**config.mk**
```make
export PLATFORM = sky130hd
export DESIGN_NAME = oqpsk_bit_feeder
export DESIGN_NICKNAME = d
export VERILOG_FILES = /design/src/rtl/oqpsk_bit_feeder.sv
export SDC_FILE = /design/constraint.sdc
export NUM_CORES = 1
export LEC_CHECK = 0
export CAP_MARGIN = 25
export CORE_MARGIN = 1.5
export CORE_UTILIZATION = 30
export DETAILED_ROUTE_END_ITERATION = 8
export PLACE_DENSITY = 0.43
export REMOVE_ABC_BUFFERS = 1
export SLEW_MARGIN = 40
export SYNTH_ARGS = -nofsm -noshare
export SYNTH_HDL_FRONTEND = slang
export SYNTH_SLANG_ARGS = --single-unit
```
**constraint.sdc**
```tcl
create_clock -name clk -period 3 [get_ports clk]
set_clock_uncertainty 0.1 [all_clocks]
set_input_delay 0.3 -clock clk [delete_from_list [all_inputs] [get_ports clk]]
set_output_delay 0.3 -clock clk [all_outputs]
set_load 0.005 [all_outputs]
```
**src/rtl/oqpsk_bit_feeder.sv**
```systemverilog
// oqpsk_bit_feeder: word FIFO feeding an MSB-first serializer behind a 4-phase
// REQ/ACK bit handshake towards an OQPSK modulator.
// Optional feature macro: OQPSK_BIT_FEEDER_PRBS_EN. When it is defined, underrun
// idle bits come from a PRBS-9 generator (x^9+x^5+1). Otherwise idle bits are 0.
// Handshake: the modulator raises req. Once req is sampled high in IDLE, ack and
// bit_out update together on the next edge, and bit_out is valid while ack=1.
// ack stays high until req is sampled low. ack then falls on the following edge.
// dbg_state exposes the handshake FSM state (0=IDLE, 1=ACKED).
module oqpsk_bit_feeder #(
  parameter int DEPTH = 4,
  parameter int WIDTH = 32
) (
  input  logic                       clk,
  input  logic                       rst_n,
  input  logic                       en,
  input  logic                       wr_en,
  input  logic [WIDTH-1:0]           wr_data,
  output logic                       full,
  output logic                       empty,
  output logic [$clog2(DEPTH):0]     level,
  input  logic                       req,
  output logic                       bit_out,
  output logic                       ack,
  output logic                       overflow,
  output logic                       underrun,
  output logic                       dbg_state
);

  localparam int AW = $clog2(DEPTH);
  localparam int CW = $clog2(WIDTH) + 1;

  typedef enum logic {IDLE = 1'b0, ACKED = 1'b1} state_t;

  logic [WIDTH-1:0] mem_q [DEPTH];
  logic [AW-1:0]    wr_ptr_q, wr_ptr_d, rd_ptr_q, rd_ptr_d;
  logic [AW:0]      level_q, level_d;
  logic [WIDTH-1:0] sr_q, sr_d;
  logic [CW-1:0]    cnt_q, cnt_d;
  state_t           state_q, state_d;
  logic             ack_q, ack_d, bit_q, bit_d;
  logic             ovf_q, ovf_d, und_q, und_d;
  logic             push, load, und_ack, idle_bit;

  assign full      = (level_q == (AW+1)'(DEPTH));
  assign empty     = (level_q == '0);
  assign level     = level_q;
  assign ack       = ack_q;
  assign bit_out   = bit_q;
  assign overflow  = ovf_q;
  assign underrun  = und_q;
  assign dbg_state = state_q;

`ifdef OQPSK_BIT_FEEDER_PRBS_EN
  logic [8:0] prbs_q, prbs_d;

  // The PRBS advances only when an underrun is acknowledged. Its MSB is the idle bit.
  always_comb begin
    prbs_d = prbs_q;
    if (und_ack) prbs_d = {prbs_q[7:0], prbs_q[8] ^ prbs_q[4]};
  end

  // PRBS register with its all-ones seed applied on reset
  always_ff @(posedge clk or negedge rst_n) begin
    if (!rst_n) prbs_q <= 9'h1FF;
    else        prbs_q <= prbs_d;
  end

  assign idle_bit = prbs_q[8];
`else
  assign idle_bit = 1'b0;
`endif

  // Next-state logic for the FIFO, the serializer, the handshake FSM and the flags
  always_comb begin
    wr_ptr_d = wr_ptr_q;
    rd_ptr_d = rd_ptr_q;
    level_d  = level_q;
    sr_d     = sr_q;
    cnt_d    = cnt_q;
    state_d  = state_q;
    ack_d    = ack_q;
    bit_d    = bit_q;
    ovf_d    = ovf_q;
    und_d    = und_q;
    und_ack  = 1'b0;

    // Writes ignore en. full is taken from the registered level, so a word
    // written while full is dropped even if a pop frees a slot on the same edge.
    push = wr_en && !full;
    // en=0 freezes the serializer, so no load can happen while it is low.
    load = en && (cnt_q == '0) && !empty;

    if (!en) begin
      state_d = IDLE;
      ack_d   = 1'b0;
      ovf_d   = 1'b0;
      und_d   = 1'b0;
    end else begin
      case (state_q)
        IDLE: begin
          if (req) begin
            state_d = ACKED;
            ack_d   = 1'b1;
            if (cnt_q != '0) begin
              bit_d = sr_q[WIDTH-1];
              sr_d  = {sr_q[WIDTH-2:0], 1'b0};
              cnt_d = cnt_q - 1'b1;
            end else begin
              // A load that happens in this same cycle does not serve the request.
              bit_d   = idle_bit;
              und_d   = 1'b1;
              und_ack = 1'b1;
            end
          end
        end
        ACKED: begin
          if (!req) begin
            state_d = IDLE;
            ack_d   = 1'b0;
          end
        end
        default: state_d = IDLE;
      endcase
    end

    // A new overflow takes priority over the clear that en=0 applies.
    if (wr_en && full) ovf_d = 1'b1;

    if (push) wr_ptr_d = wr_ptr_q + 1'b1;
    if (load) begin
      sr_d     = mem_q[rd_ptr_q];
      cnt_d    = CW'(WIDTH);
      rd_ptr_d = rd_ptr_q + 1'b1;
    end
    if (push && !load)      level_d = level_q + 1'b1;
    else if (!push && load) level_d = level_q - 1'b1;
  end

  // FIFO storage. It has no reset because the pointers alone define what is valid.
  always_ff @(posedge clk) begin
    if (push) mem_q[wr_ptr_q] <= wr_data;
  end

  // All control state, cleared asynchronously so no queued or partial word survives reset
  always_ff @(posedge clk or negedge rst_n) begin
    if (!rst_n) begin
      wr_ptr_q <= '0;
      rd_ptr_q <= '0;
      level_q  <= '0;
      sr_q     <= '0;
      cnt_q    <= '0;
      state_q  <= IDLE;
      ack_q    <= 1'b0;
      bit_q    <= 1'b0;
      ovf_q    <= 1'b0;
      und_q    <= 1'b0;
    end else begin
      wr_ptr_q <= wr_ptr_d;
      rd_ptr_q <= rd_ptr_d;
      level_q  <= level_d;
      sr_q     <= sr_d;
      cnt_q    <= cnt_d;
      state_q  <= state_d;
      ack_q    <= ack_d;
      bit_q    <= bit_d;
      ovf_q    <= ovf_d;
      und_q    <= und_d;
    end
  end

endmodule

```
# Word-level counts from Yosys, hierarchy flattened

Memory sizes are Yosys's and may differ from the RTL's.
Cells that the tools add are included.

$add $sub $neg: 5
Equal/unequal tests: 8
Multiplexer cells: 27
Bitwise logic cells: 1
Reduce and logical (&&, ||, !) cells: 21

Operator list:

| kind                                                                     | number |
|---|---|
| 32-bit 2-to-1 mux                                                        | 5 |
| 6-bit 2-to-1 mux                                                         | 5 |
| 1-bit 2-to-1 mux                                                         | 14 |
| 2-bit nonzero test                                                       | 4 |
| 1-bit logical AND                                                        | 6 |
| 6-bit logical NOT                                                        | 1 |
| 3-bit 2-to-1 mux                                                         | 2 |
| 2-bit by 1-bit inequality test with 1-bit output (second input constant) | 3 |
| 3-bit inequality test (second input constant)                            | 2 |
| 3-bit AND reduction                                                      | 2 |
| 6-bit nonzero test                                                       | 1 |
| 6-bit by 1-bit subtractor with 6-bit output (second input constant)      | 1 |
| 2-bit by 1-bit adder with 2-bit output (second input constant)           | 2 |
| 1-bit logical NOT                                                        | 4 |
| 2-bit inequality test (second input constant)                            | 2 |
| 4-bit AND reduction                                                      | 1 |
| 3-bit by 1-bit adder with 3-bit output (second input constant)           | 1 |
| 3-bit == test (second input constant)                                    | 1 |
| 3-bit logical NOT                                                        | 1 |
| 3-bit by 1-bit subtractor with 3-bit output (second input constant)      | 1 |
| 1-bit case mux with 2 select lines                                       | 1 |
| 2-bit AND reduction                                                      | 1 |
| 1-bit NOT                                                                | 1 |

Register bits after elaboration: 50
Bits in writable memories: 128
Bits of input ports: 37
Output and inout port bits: 10
Logic and storage cells: 73
Memories: 1

Memory list:

| memory | depth | width | read ports | clocked after Yosys merged registers in | write ports | RTL line | source |
|---|---|---|---|---|---|---|---|
| mem_q  | 4     | 32    | 1          | 0                                       | 1           | 34       | `logic [WIDTH-1:0] mem_q [DEPTH];` |

# Logic depth before layout (Yosys ltp)

Gate-level depths: netlist of the first run.

Word-level depth: 7
Gate-level depth with buffers: 12
Depth with buffers taken out: 11

# Worst setup path before layout of the first run

OpenSTA, ideal clock, no wires.

Path kind: register -> register
From: reg cnt_q[0]
To: reg level_q[1] (netlist: level[1])
Setup time: 0.125 ns
Data arrival time: 2.181 ns
Data required time: 2.775 ns
Path slack: 0.594 ns
Stages on the path, launching flop included: 11
Buffers on the path: 1
Period minus slack after synthesis: 2.406 ns
Cells stage by stage: dfrtp_1 > inv_1 > ha_1 > nand3_2 > nor2_1 > inv_1 > buf_2 > ha_1 > inv_1 > fa_1 > mux2_2

Cells in the longest elaborated chain, start to end: 6
Elaborated cells between the ends (all ways): 8
Those cells by class: 1 x mux; 7 x reduce/logical

Ends and longest elaborated chain:

| what                           | RTL line | source |
|---|---|---|
| start: declaration             | 38       | `logic [CW-1:0] cnt_q, cnt_d;` |
| start signal: assignment       | 162      | `cnt_q <= cnt_d;` |
| 6-bit logical NOT              | 91       | `load = en && (cnt_q == '0) && !empty;` |
| 1-bit logical AND (2 in a row) | 91       |  |
| 1-bit logical NOT              | 135      | `if (push && !load) level_d = level_q + 1'b1;` |
| 1-bit logical AND              | 135      |  |
| 3-bit 2-to-1 mux               | 135      |  |
| named net level_d[1]           | 36       | `logic [AW:0] level_q, level_d;` |
| end signal: assignment         | 160      | `level_q <= level_d;` |
| end: declaration               | 36       |  |

The timed path passes the listed nets, and every way through them passes these cells.
A chain may end at the register's enable or synchronous reset.

# Worst setup path after layout of the first run

From: reg level_q[0] (netlist: level[0])
To: reg level_q[2] (netlist: level[2])

Cells in the longest elaborated chain, start to end: 6
Elaborated cells between the ends (all ways): 15
Those cells by class: 2 x add/sub; 1 x eq/ne; 2 x mux; 10 x reduce/logical

Ends and longest elaborated chain:

| what |
|---|
| parallel branches: the longest is 6 deep, another holds 3-bit by 1-bit subtractor with 3-bit output |

Several ways; the timed one is not identified. The select of a mux whose other input is x is not followed.

==> results of run 1 <==
[worst reg2reg max path, cell delays in order (launching register included)]
cell and delay, ns:
dfrtp_1 0.53, nor3b_1 0.13, nor2b_1 0.42, ha_1 0.27
inv_1 0.06, fa_1 0.38, xor2_1 0.17, nor2_1 0.13
xor2_1 0.16
[synthesized netlist by cell type, types with 3 or more instances]
cell type,instances,area (sq um)
buf_6,7,78.83
nand2_1,6,22.52
nor2b_1,32,200.2
a221o_1,31,310.3
xnor2_1,4,35.03
clkbuf_1,5,18.77
edfxtp_1,128,3844
and2_1,4,25.02
o21ai_0,5,25.02
mux4_2,28,630.6
mux4_1,4,105.1
buf_2,4,20.02
xor2_1,3,26.28
ha_1,6,75.07
inv_1,9,33.78
dfrtp_1,50,1251
nor2_1,4,15.01
[through the flow]
| stage | util | instance area [sq um] | setup slack (ns) | cells | total power [mW] |
|---|---|---|---|---|---|
| CTS | 0.3703 | 8434 | 0.5397 | 746 | 7.652 |
| detailed placement | 0.3444 | 7845 | 0.4105 | 713 | 5.446 |
| floorplan | - | 6884 | 0.3221 | 341 | 4.742 |
| global route | 0.3703 | 8434 | 0.3633 | 746 | 7.900 |
| global placement | 0.3443 | 7843 | 0.5013 | 713 | 5.423 |
| finish | 0.3703 | 8434 | 0.5832 | 746 | 7.492 |
[per-layer routing]
layer | vias to the layer above | global-route usage | share of wire
met5 | - | 0 | 0
met4 | 0 | 0.03810 | 0.012
met3 | 12 | 0.03500 | 0.044
met2 | 62 | 0.1890 | 0.48
met1 | 1807 | 0.1497 | 0.46
li1 | 1558 | - | -
[registers in the layout (all words and copies together) (netlist names)]
register and cells:
sr_q 32, cnt_q 6, overflow 1, underrun 1, ack 1, dbg_state 1
level 3, mem_q 128, bit_out 1, rd_ptr_q 2, wr_ptr_q 2
[timing repair]
| action | CTS | global route |
|---|---|---|
| hold buffers | 1 | 0 |
| setup endpoints to repair | 0 | 0 |
| setup buffers | 0 | 0 |
| gates resized for setup | 0 | 0 |
| hold endpoints to repair | 38 | 0 |
[final timing paths]
check,startpoint,endpoint,cells past startpoint
min reg2reg,bit_out,bit_out,2
min,rst_n,overflow,2
max in group asynchronous,rst_n,rd_ptr_q[0],3
max,level[0],level[2],8
min in group clk,bit_out,bit_out,2
max reg2reg,level[0],level[2],8
[logic make-up after synthesis]
kind of cell,Yosys count,share of synthesized area
buffers and inverters,27,0.02372
XOR/XNOR,7,0.008738
multiplexers,37,0.1138
adder cells (fa/ha/maj),8,0.01498
flip-flops,178,0.7261
AND/OR/NAND/NOR,59,0.05385
AO/OA/AOI/OAI,43,0.05885
[power by group]
group	internal [mW]	switching (mW)	total, mW
clock network	1.12	1.05	2.17
logic	0.953	0.744	1.70
registers	3.28	0.345	3.63
[area by class of cell]
class / count / area share
repair buffers: 60 / 0.06854
flip-flops and latches: 178 / 0.6042
well taps: 313 / 0.04643
multi-input cells: 154 / 0.2081
clock inverters: 15 / 0.01825
clock buffers: 17 / 0.05044
inverters: 9 / 0.004005
==> implementation parameters, run 1 <==
Parameter                              Value

Status
  Outcome    finished clean

Critical path
  Gate family responsible for the most delay along the worst path    simple AND/OR/NAND/NOR gates
  Most repeated library cell on the critical path    xor2_1
  Register-to-register path setup slack    0.58 ns
  Worst path buffer plus inverter count    1
  Type of element launching the critical path    flip-flop
  Worst path slowest cell    dfrtp_1
  Arrival time of the worst setup path    2.67 ns
  Cells traversed along the worst timing path    nor3b_1, nor2b_1, ha_1, inv_1, fa_1, xor2_1, nor2_1, xor2_1
  Element type at the critical path end    flip-flop
  Delay contributed by the slowest stage of the critical path    0.53 ns
  Required time of the critical path    3.25 ns
  Worst-path fanout max    8
  Crit Path Class    reg -> reg

Cells and area
  Fraction of layout cells with a size suffix above 1    0.2055
  Combined area of the multi-input logic cells    1755 sq um
  Number of nets in the layout    464
  Fill cells    2119
  Syn-to-layout area delta    20.20%
  Most common cell after layout, fill and taps aside    edfxtp_1
  Register area    5096 sq um
  Antenna cell count    0
  Commonest cells after routing, fill and taps aside    128 x edfxtp_1, 49 x dfrtp_1, 45 x clkdlybuf4s50_1

Die
  Vertical die dimension    155.9 um
  Core area    22780 sq um
  Top-Level Pins    47
  Initial Utilization    0.3080
  Die width    155.9 um
  Floorplan row count    55
  Floorplan die area    24320 sq um

Logic synthesis
  Synth warnings    0
  Post-synthesis sequential area ratio    0.7261
  Proportion of synthesized flip-flops having asynchronous set or reset    0.2809
  Post-synth EDFFs    128
  Cell Area, Synth    7017 sq um
  Most common flop cell mapped by yosys    edfxtp_1
  Count of different cell masters after synthesis    39
  Mapped Cells    359
  Synth Register Bits    178
  Synthesized area per cell    19.55 sq um

STA
  Hold WS    0.2886 ns
  Least-Margin Pin Slew    0.5503 ns
  Post-layout minimum cycle time    2.417 ns
  RSZ-0062 raised after global routing    no
  Maximum frequency from static timing analysis    413.8 MHz
  Final Max Slew Viols    0
  Ratio of final minimum period to clock period    0.8056
  Setup violation total in the final timing report    0
  Total Neg Setup Slack    0 ns
  Tightest slew margin relative to the limit    0.6332
  Hold Violations, Final    0

Clock network
  Clock slew at reported path FFs    0.07 ns
  Worst-Skew Late Latency    0.43 ns
  Number of levels in the clock H-tree    4
  Clock tree from TritonCTS    yes
  CTS max path bufs    2
  Clock tree root buffer cell    clkbuf_16
  CTS sink cnt    178
  Total clock buffers created by CTS    17

Place
  Hpwl dp    7541 um
  Final weighted congestion of routability-driven global placement    0.6690
  Number of I/O port buffers    46

Global route
  Antenna violations before repair    0
  Total routing usage reported by global routing    0.1166
  Global-route wire length before repair    20820 um
  Maximum number of pins on one net before global-route repair    40
  Vias in the first global route    3700
  Total overflow reported by the global router    0

Routing
  Routed WL per cell    17.27 um
  Post-DR vias/cell    4.610
  Number of vias after detailed routing    3439
  Final wirelength    12880 um
  Remaining antenna violation count    0
  Detailed Routing Iterations Pass 1    4
  Initial DRC Count    171
  # DRC    0

Power and ir drop
  PwrDens    888.3 nW/um^2
  IR drop worst, VDD    0.3531 mV
  Static power due to leakage    2.987 nW

Min path
  Type of the worst min-delay path    in -> async

Job
  Count of max-cap constraint violations    0
(Power assumes the default switching activity.)
==> run 2: changes to the inputs <==
--- a/config.mk
+++ b/config.mk
@@ -9,7 +9,7 @@
 export CORE_MARGIN = 1.5
 export CORE_UTILIZATION = 30
 export DETAILED_ROUTE_END_ITERATION = 8
-export PLACE_DENSITY = 0.43
+export PLACE_DENSITY = 0.45
 export REMOVE_ABC_BUFFERS = 1
 export SLEW_MARGIN = 40
 export SYNTH_ARGS = -nofsm -noshare
==> constraint.sdc (replaced) <==
create_clock -name clk -period 2.2 [get_ports clk]
set_clock_uncertainty 0.1 [all_clocks]
set_input_delay 0.22 -clock clk [delete_from_list [all_inputs] [get_ports clk]]
set_output_delay 0.22 -clock clk [all_outputs]
set_load 0.005 [all_outputs]
==> run 2 against run 1 <==
Core utilization grew 0.82 points. Design area grew 2.2%. Via count grew 0.79%. Largest power group unchanged. Sequential power grew 33%. Setup slack lost 0.48 ns. Critical path depth is the same. Wire length grew 0.54%. Die area is the same.
==> implementation parameters, run 2 (synthesized netlist as in run 1, its figures left out) <==
Parameter                              Value

Power and ir drop
  IR drop worst, VDD    0.6632 mV (+88%)
  Static power due to leakage    3.082 nW (+3.2%)
  Total power draw    10.38 mW (+39%)
  PwrDens    1204 nW/um^2 (+36%)

STA
  Post-layout minimum cycle time    2.100 ns (-0.3164 ns)
  Maximum frequency from static timing analysis    476.1 MHz (+15%)
  Setup violation total in the final timing report    0 (unchanged)
  Tightest slew margin relative to the limit    0.5308 (-0.1024)
  Hold Violations, Final    0 (unchanged)
  Final Max Slew Viols    0 (unchanged)
  Ratio of final minimum period to clock period    0.9547 (+0.1491)
  Least-Margin Pin Slew    0.7038 ns (+0.1536 ns)
  RSZ-0062 raised after global routing    yes

Die
  Top-Level Pins    47 (unchanged)
  Die width    155.9 um (unchanged)
  Floorplan die area    24320 sq um (unchanged)
  Core area    22780 sq um (unchanged)
  Initial Utilization    0.3080 (unchanged)
  Vertical die dimension    155.9 um (unchanged)
  Floorplan row count    55 (unchanged)

Critical path
  Element type at the critical path end    flip-flop
  Critical register-to-register path endpoint    level[1]
  Required time of the critical path    2.42 ns (-0.83 ns)
  Critical R2R Launch    cnt_q[3]
  Register-to-register path setup slack    0.1 ns (-0.48 ns)
  Reg2reg path depth    8 (unchanged)
  Crit Path Class    reg -> reg
  Arrival time of the worst setup path    2.32 ns (-0.35 ns)
  Type of element launching the critical path    flip-flop
  Worst-path fanout max    5 (-3)

Clock network
  Total clock buffers created by CTS    17 (unchanged)
  Clock tree from TritonCTS    yes
  Clock tree root buffer cell    clkbuf_16
  Worst-Skew Late Latency    0.42 ns (about the same)
  Postcts setup bufs    0 (unchanged)
  CTS max path bufs    2 (unchanged)
  CTS sink cnt    178 (unchanged)
  Number of levels in the clock H-tree    4 (unchanged)
  Clock slew at reported path FFs    0.08 ns (about the same)

Place
  Final weighted congestion of routability-driven global placement    0.6847 (+2.3%)
  Post-placement cell count    727 (+2.0%)
  Hpwl dp    7444 um (-1.3%)
  Number of I/O port buffers    46 (unchanged)
  Area after DPL    8010 sq um (+2.1%)

Cells and area
  Antenna cell count    0 (unchanged)
  Fraction of layout cells with a size suffix above 1    0.2394 (+0.03383)
  Number of standard cells in the layout, taps in and fillers out    760 (+1.9%)
  Commonest cells after routing, fill and taps aside    128 x edfxtp_1, 47 x dfrtp_1, 44 x clkdlybuf4s50_1
  Largest register FFs    128 (unchanged)
  Syn-to-layout area delta    22.88%
  Most common cell after layout, fill and taps aside    edfxtp_1
  Most flop-heavy register    mem_q
  Finished Cell Area    8622 sq um (+2.2%)
  Top flop regs    mem_q: 128 flops, sr_q: 32 flops, cnt_q: 6 flops
  Number of nets in the layout    478 (+3.0%)

Global route
  Vias in the first global route    3753 (+1.4%)
  Antenna violations before repair    0 (unchanged)
  Maximum number of pins on one net before global-route repair    35 (-13%)
  Total routing usage reported by global routing    0.1145 (-0.002124)
  Total overflow reported by the global router    0 (unchanged)
  Global-route wire length before repair    20600 um (-1.1%)

Routing
  Final wirelength    12950 um (+0.54%)
  Routed WL per cell    17.04 um (-1.3%)
  Remaining antenna violation count    0 (unchanged)
  Post-DR vias/cell    4.561 (-1.1%)
  # DRC    0 (unchanged)
  Number of vias after detailed routing    3466 (+0.79%)
  Detailed Routing Iterations Pass 1    4 (unchanged)
  Initial DRC Count    160 (-6.4%)

Job
  Count of max-cap constraint violations    0 (unchanged)

Min path
  Type of the worst min-delay path    in -> async

Status
  Outcome    finished clean
[run 2: changes by cell type in the layout (fill, tap and decap cells not counted), moves of 2 or more]
cell and change:
inv_8 -4, clkinv_4 +4, buf_12 +5, buf_4 +8, dfrtp_1 -2, dfrtp_2 +2, clkinv_2 -2
[run 2: area by class of cell]
class / count / area (sq um)
flip-flops and latches: 178 / 5099
clock inverters: 15 / 158.9
multi-input cells: 154 / 1768
well taps: 313 / 391.6
clock buffers: 17 / 425.4
repair buffers: 74 / 745.7
fillers: 2088 / 14160
inverters: 9 / 33.78
[run 2: layer usage]
layer / vias to the layer above / part of all wire / GRT usage
li1: 1592 / - / -
met1: 1800 / 0.44 / 0.1350
met2: 63 / 0.51 / 0.1996
met3: 11 / 0.034 / 0.03028
met4: 0 / 0.013 / 0.04354
met5: - / 0 / 0
[run 2: worst max path at each step]
stage / startpoint / to / slack [ns] / depth (start not counted)
floorplan: rd_ptr_q[0] / sr_q[15] / -0.48 / 3
global placement: en / level[1] / 0.004 / 8
detailed placement: en / level[1] / -0.01 / 8
CTS: level[2] / full / 0.02 / 3
global route: level[2] / level[2] / -0.04 / 8
finish: cnt_q[3] / level[1] / 0.1 / 8
[run 2: what timing repair did]
item                       CTS  global route
hold buffers                 1             0
hold endpoints to repair    28             0
resized for setup            0             6
setup endpoints to repair    0             4
[run 2: power breakdown]
group | switching [mW] | total [mW] | internal, mW
combinational | 1.16 | 2.63 | 1.46
clock | 1.40 | 2.93 | 1.52
sequential | 0.353 | 4.83 | 4.48
[run 2: stage by stage]
step                      setup TNS (ns)  setup WS [ns]    util  hold slack [ns]
after CTS                              0        0.02173  0.3778           0.3056
final                                  0        0.09962  0.3785           0.2886
after global placement                 0       0.003680  0.3517           0.2053
after floorplan                   -28.00        -0.4779       -          -0.1756
after global routing            -0.07789       -0.04003  0.3785           0.3201
after detailed placement       -0.009533      -0.009533  0.3517           0.2184
[run 2: worst max-delay path, cell delays in order, from the launching register on]
cell	delay, ns
dfrtp_1	0.44
nor2_4	0.17
nand3_2	0.10
nor2_1	0.14
inv_1	0.07
ha_1	0.21
inv_1	0.07
fa_1	0.42
mux2_2	0.27
==> run 3: changes to the inputs <==
--- a/config.mk
+++ b/config.mk
@@ -5,10 +5,10 @@
 export SDC_FILE = /design/constraint.sdc
 export NUM_CORES = 1
 export LEC_CHECK = 0
-export CAP_MARGIN = 25
 export CORE_MARGIN = 1.5
 export CORE_UTILIZATION = 30
 export DETAILED_ROUTE_END_ITERATION = 8
+export GPL_TIMING_DRIVEN = 0
 export PLACE_DENSITY = 0.45
 export REMOVE_ABC_BUFFERS = 1
 export SLEW_MARGIN = 40
==> run 3 against run 2 <==
Critical path depth increased by 1. Hold slack got worse by 0.15 ns. Via count decreased by 0.63%. Setup slack got worse by 0.018 ns. Critical path type unchanged. Largest cell class unchanged. Largest power group unchanged. Highest routed layer unchanged.
==> implementation parameters, run 3 (synthesized netlist as in run 1, its figures left out) <==
Parameter                              Value

Place
  Placement Setup Slack    -0.7704 ns (-0.7609 ns)
  Final weighted congestion of routability-driven global placement    0.6696 (-2.2%)
  Hpwl dp    7921 um (+6.4%)
  Area after DPL    7925 sq um (-1.1%)
  Number of I/O port buffers    46 (unchanged)
  Post-placement cell count    707 (-2.8%)

Die
  Initial Utilization    0.3080 (unchanged)
  Core area    22780 sq um (unchanged)
  Vertical die dimension    155.9 um (unchanged)
  Floorplan die area    24320 sq um (unchanged)
  Die width    155.9 um (unchanged)
  Top-Level Pins    47 (unchanged)
  Floorplan row count    55 (unchanged)

Routing
  Final wirelength    13400 um (+3.4%)
  Detailed Routing Iterations Pass 1    4 (unchanged)
  Remaining antenna violation count    0 (unchanged)
  Routed WL per cell    17.68 um (+3.7%)
  Initial DRC Count    120 (-25%)
  Number of vias after detailed routing    3444 (-0.63%)
  Post-DR vias/cell    4.544 (-0.37%)
  # DRC    0 (unchanged)

Cells and area
  Most common cell after layout, fill and taps aside    edfxtp_1
  Number of nets in the layout    477 (-0.21%)
  Fill cells    2087 (-0.048%)
  Largest register FFs    128 (unchanged)
  Antenna cell count    0 (unchanged)
  Register area    5109 sq um (+0.20%)
  Fraction of layout cells with a size suffix above 1    0.2629 (+0.02355)
  Combined area of the multi-input logic cells    1831 sq um (+3.5%)
  Commonest cells after routing, fill and taps aside    128 x edfxtp_1, 45 x clkdlybuf4s50_1, 43 x dfrtp_1
  Most flop-heavy register    mem_q
  Number of standard cells in the layout, taps in and fillers out    758 (-0.26%)
  Finished Cell Area    8680 sq um (+0.67%)
  Top flop regs    mem_q: 128 flops, sr_q: 32 flops, cnt_q: 6 flops
  Syn-to-layout area delta    23.70%

Critical path
  Type of element launching the critical path    flip-flop
  Arrival time of the worst setup path    2.36 ns (+0.04 ns)
  Crit Path Class    reg -> reg
  Reg2reg path depth    9 (+1)
  Element type at the critical path end    flip-flop
  Register-to-register path setup slack    0.08 ns (-0.02 ns)
  Critical register-to-register path endpoint    level[2]
  Critical R2R Launch    level[0]
  Required time of the critical path    2.44 ns (+0.02 ns)
  Worst-path fanout max    3 (-2)

STA
  Total Neg Setup Slack    0 ns (unchanged)
  Setup violation total in the final timing report    0 (unchanged)
  Post-layout minimum cycle time    2.119 ns (+0.01818 ns)
  Least-Margin Pin Slew    0.5789 ns (-0.1249 ns)
  Ratio of final minimum period to clock period    0.9630 (+0.008264)
  Maximum frequency from static timing analysis    472.0 MHz (-0.86%)
  RSZ-0062 raised after global routing    yes
  Minimum setup slack in the final design    0.08143 ns (-0.01818 ns)
  Final Max Slew Viols    0 (unchanged)
  Hold Violations, Final    0 (unchanged)
  Tightest slew margin relative to the limit    0.6141 (+0.08329)

Power and ir drop
  IR drop worst, VDD    0.4125 mV (-38%)
  PwrDens    1192 nW/um^2 (-1.0%)
  Static power due to leakage    3.048 nW (-1.1%)

Global route
  Maximum number of pins on one net before global-route repair    35 (unchanged)
  Antenna violations before repair    0 (unchanged)
  Total routing usage reported by global routing    0.1190 (+0.004535)
  Vias in the first global route    3715 (-1.0%)
  Global-route wire length before repair    21060 um (+2.2%)
  Total overflow reported by the global router    0 (unchanged)

Clock network
  CTS sink cnt    178 (unchanged)
  Number of levels in the clock H-tree    4 (unchanged)
  Total clock buffers created by CTS    17 (unchanged)
  Clock slew at reported path FFs    0.07 ns (about the same)
  Clock tree from TritonCTS    yes
  Worst-Skew Late Latency    0.42 ns (about the same)
  CTS max path bufs    2 (unchanged)
  Clock tree root buffer cell    clkbuf_16

Min path
  Type of the worst min-delay path    in -> async

Job
  Count of max-cap constraint violations    0 (unchanged)

Status
  Outcome    finished clean
run 3: what timing repair did:
action,CTS,global route
hold buffers,1,0
resized for setup,14,7
hold endpoints to repair,50,0
pin swaps,3,4
gates cloned,1,0
endpoints found under the setup margin,102,4
setup buffers,8,10
run 3: metal layers:
layer / share of wire / vias to the layer above / global-route usage
li1: - / 1577 / -
met1: 0.45 / 1814 / 0.1467
met2: 0.51 / 46 / 0.2038
met3: 0.027 / 7 / 0.03361
met4: 0.010 / 0 / 0.03401
met5: 0 / - / 0
run 3: worst max path at each step:
stage / startpoint / end / slack (ns) / depth (start not counted)
final: level[0] / level[2] / 0.08 / 9
after global routing: level[1] / level[2] / -0.02 / 9
after CTS: level[1] / level[2] / 0.003 / 9
after detailed placement: en / level[2] / -0.77 / 10
after global placement: en / level[2] / -1.26 / 10
after floorplan: rd_ptr_q[0] / sr_q[15] / -0.48 / 3
run 3: area by class of cell:
type,count,area share
Clock buffer,19,0.04988
Clock inverter,12,0.01153
Inverter,9,0.004757
Multi-Input combinational cell,154,0.2109
Sequential cell,178,0.5886
Tap cell,313,0.04512
Timing Repair Buffer,72,0.08851
Timing Repair inverter,1,0.0007208
run 3: worst max-delay path, stage by stage (launching register included):
cell and delay, ns:
dfrtp_2 0.43, o31ai_4 0.34, nor2_4 0.09, inv_8 0.06, ha_2 0.18, inv_1 0.05, fa_1 0.37, xor2_1 0.17
nor2_1 0.11, xor2_1 0.14
run 3: metrics by stage:
step / hold WS, ns / utilization / total power, mW
2_1_floorplan: -0.1756 / - / 6.467
4_1_cts: 0.1308 / 0.3771 / 10.38
5_1_grt: 0.1427 / 0.3810 / 10.91
6_report: 0.1359 / 0.3810 / 10.34
3_5_place_dp: 0.04063 / 0.3479 / 7.485
3_3_place_gp: 0.3691 / 0.3396 / 7.253
run 3: power breakdown:
group | internal (mW) | switching (mW)
clock network | 1.46 | 1.28
registers | 4.49 | 0.496
logic | 1.53 | 1.08
total | 7.49 | 2.86
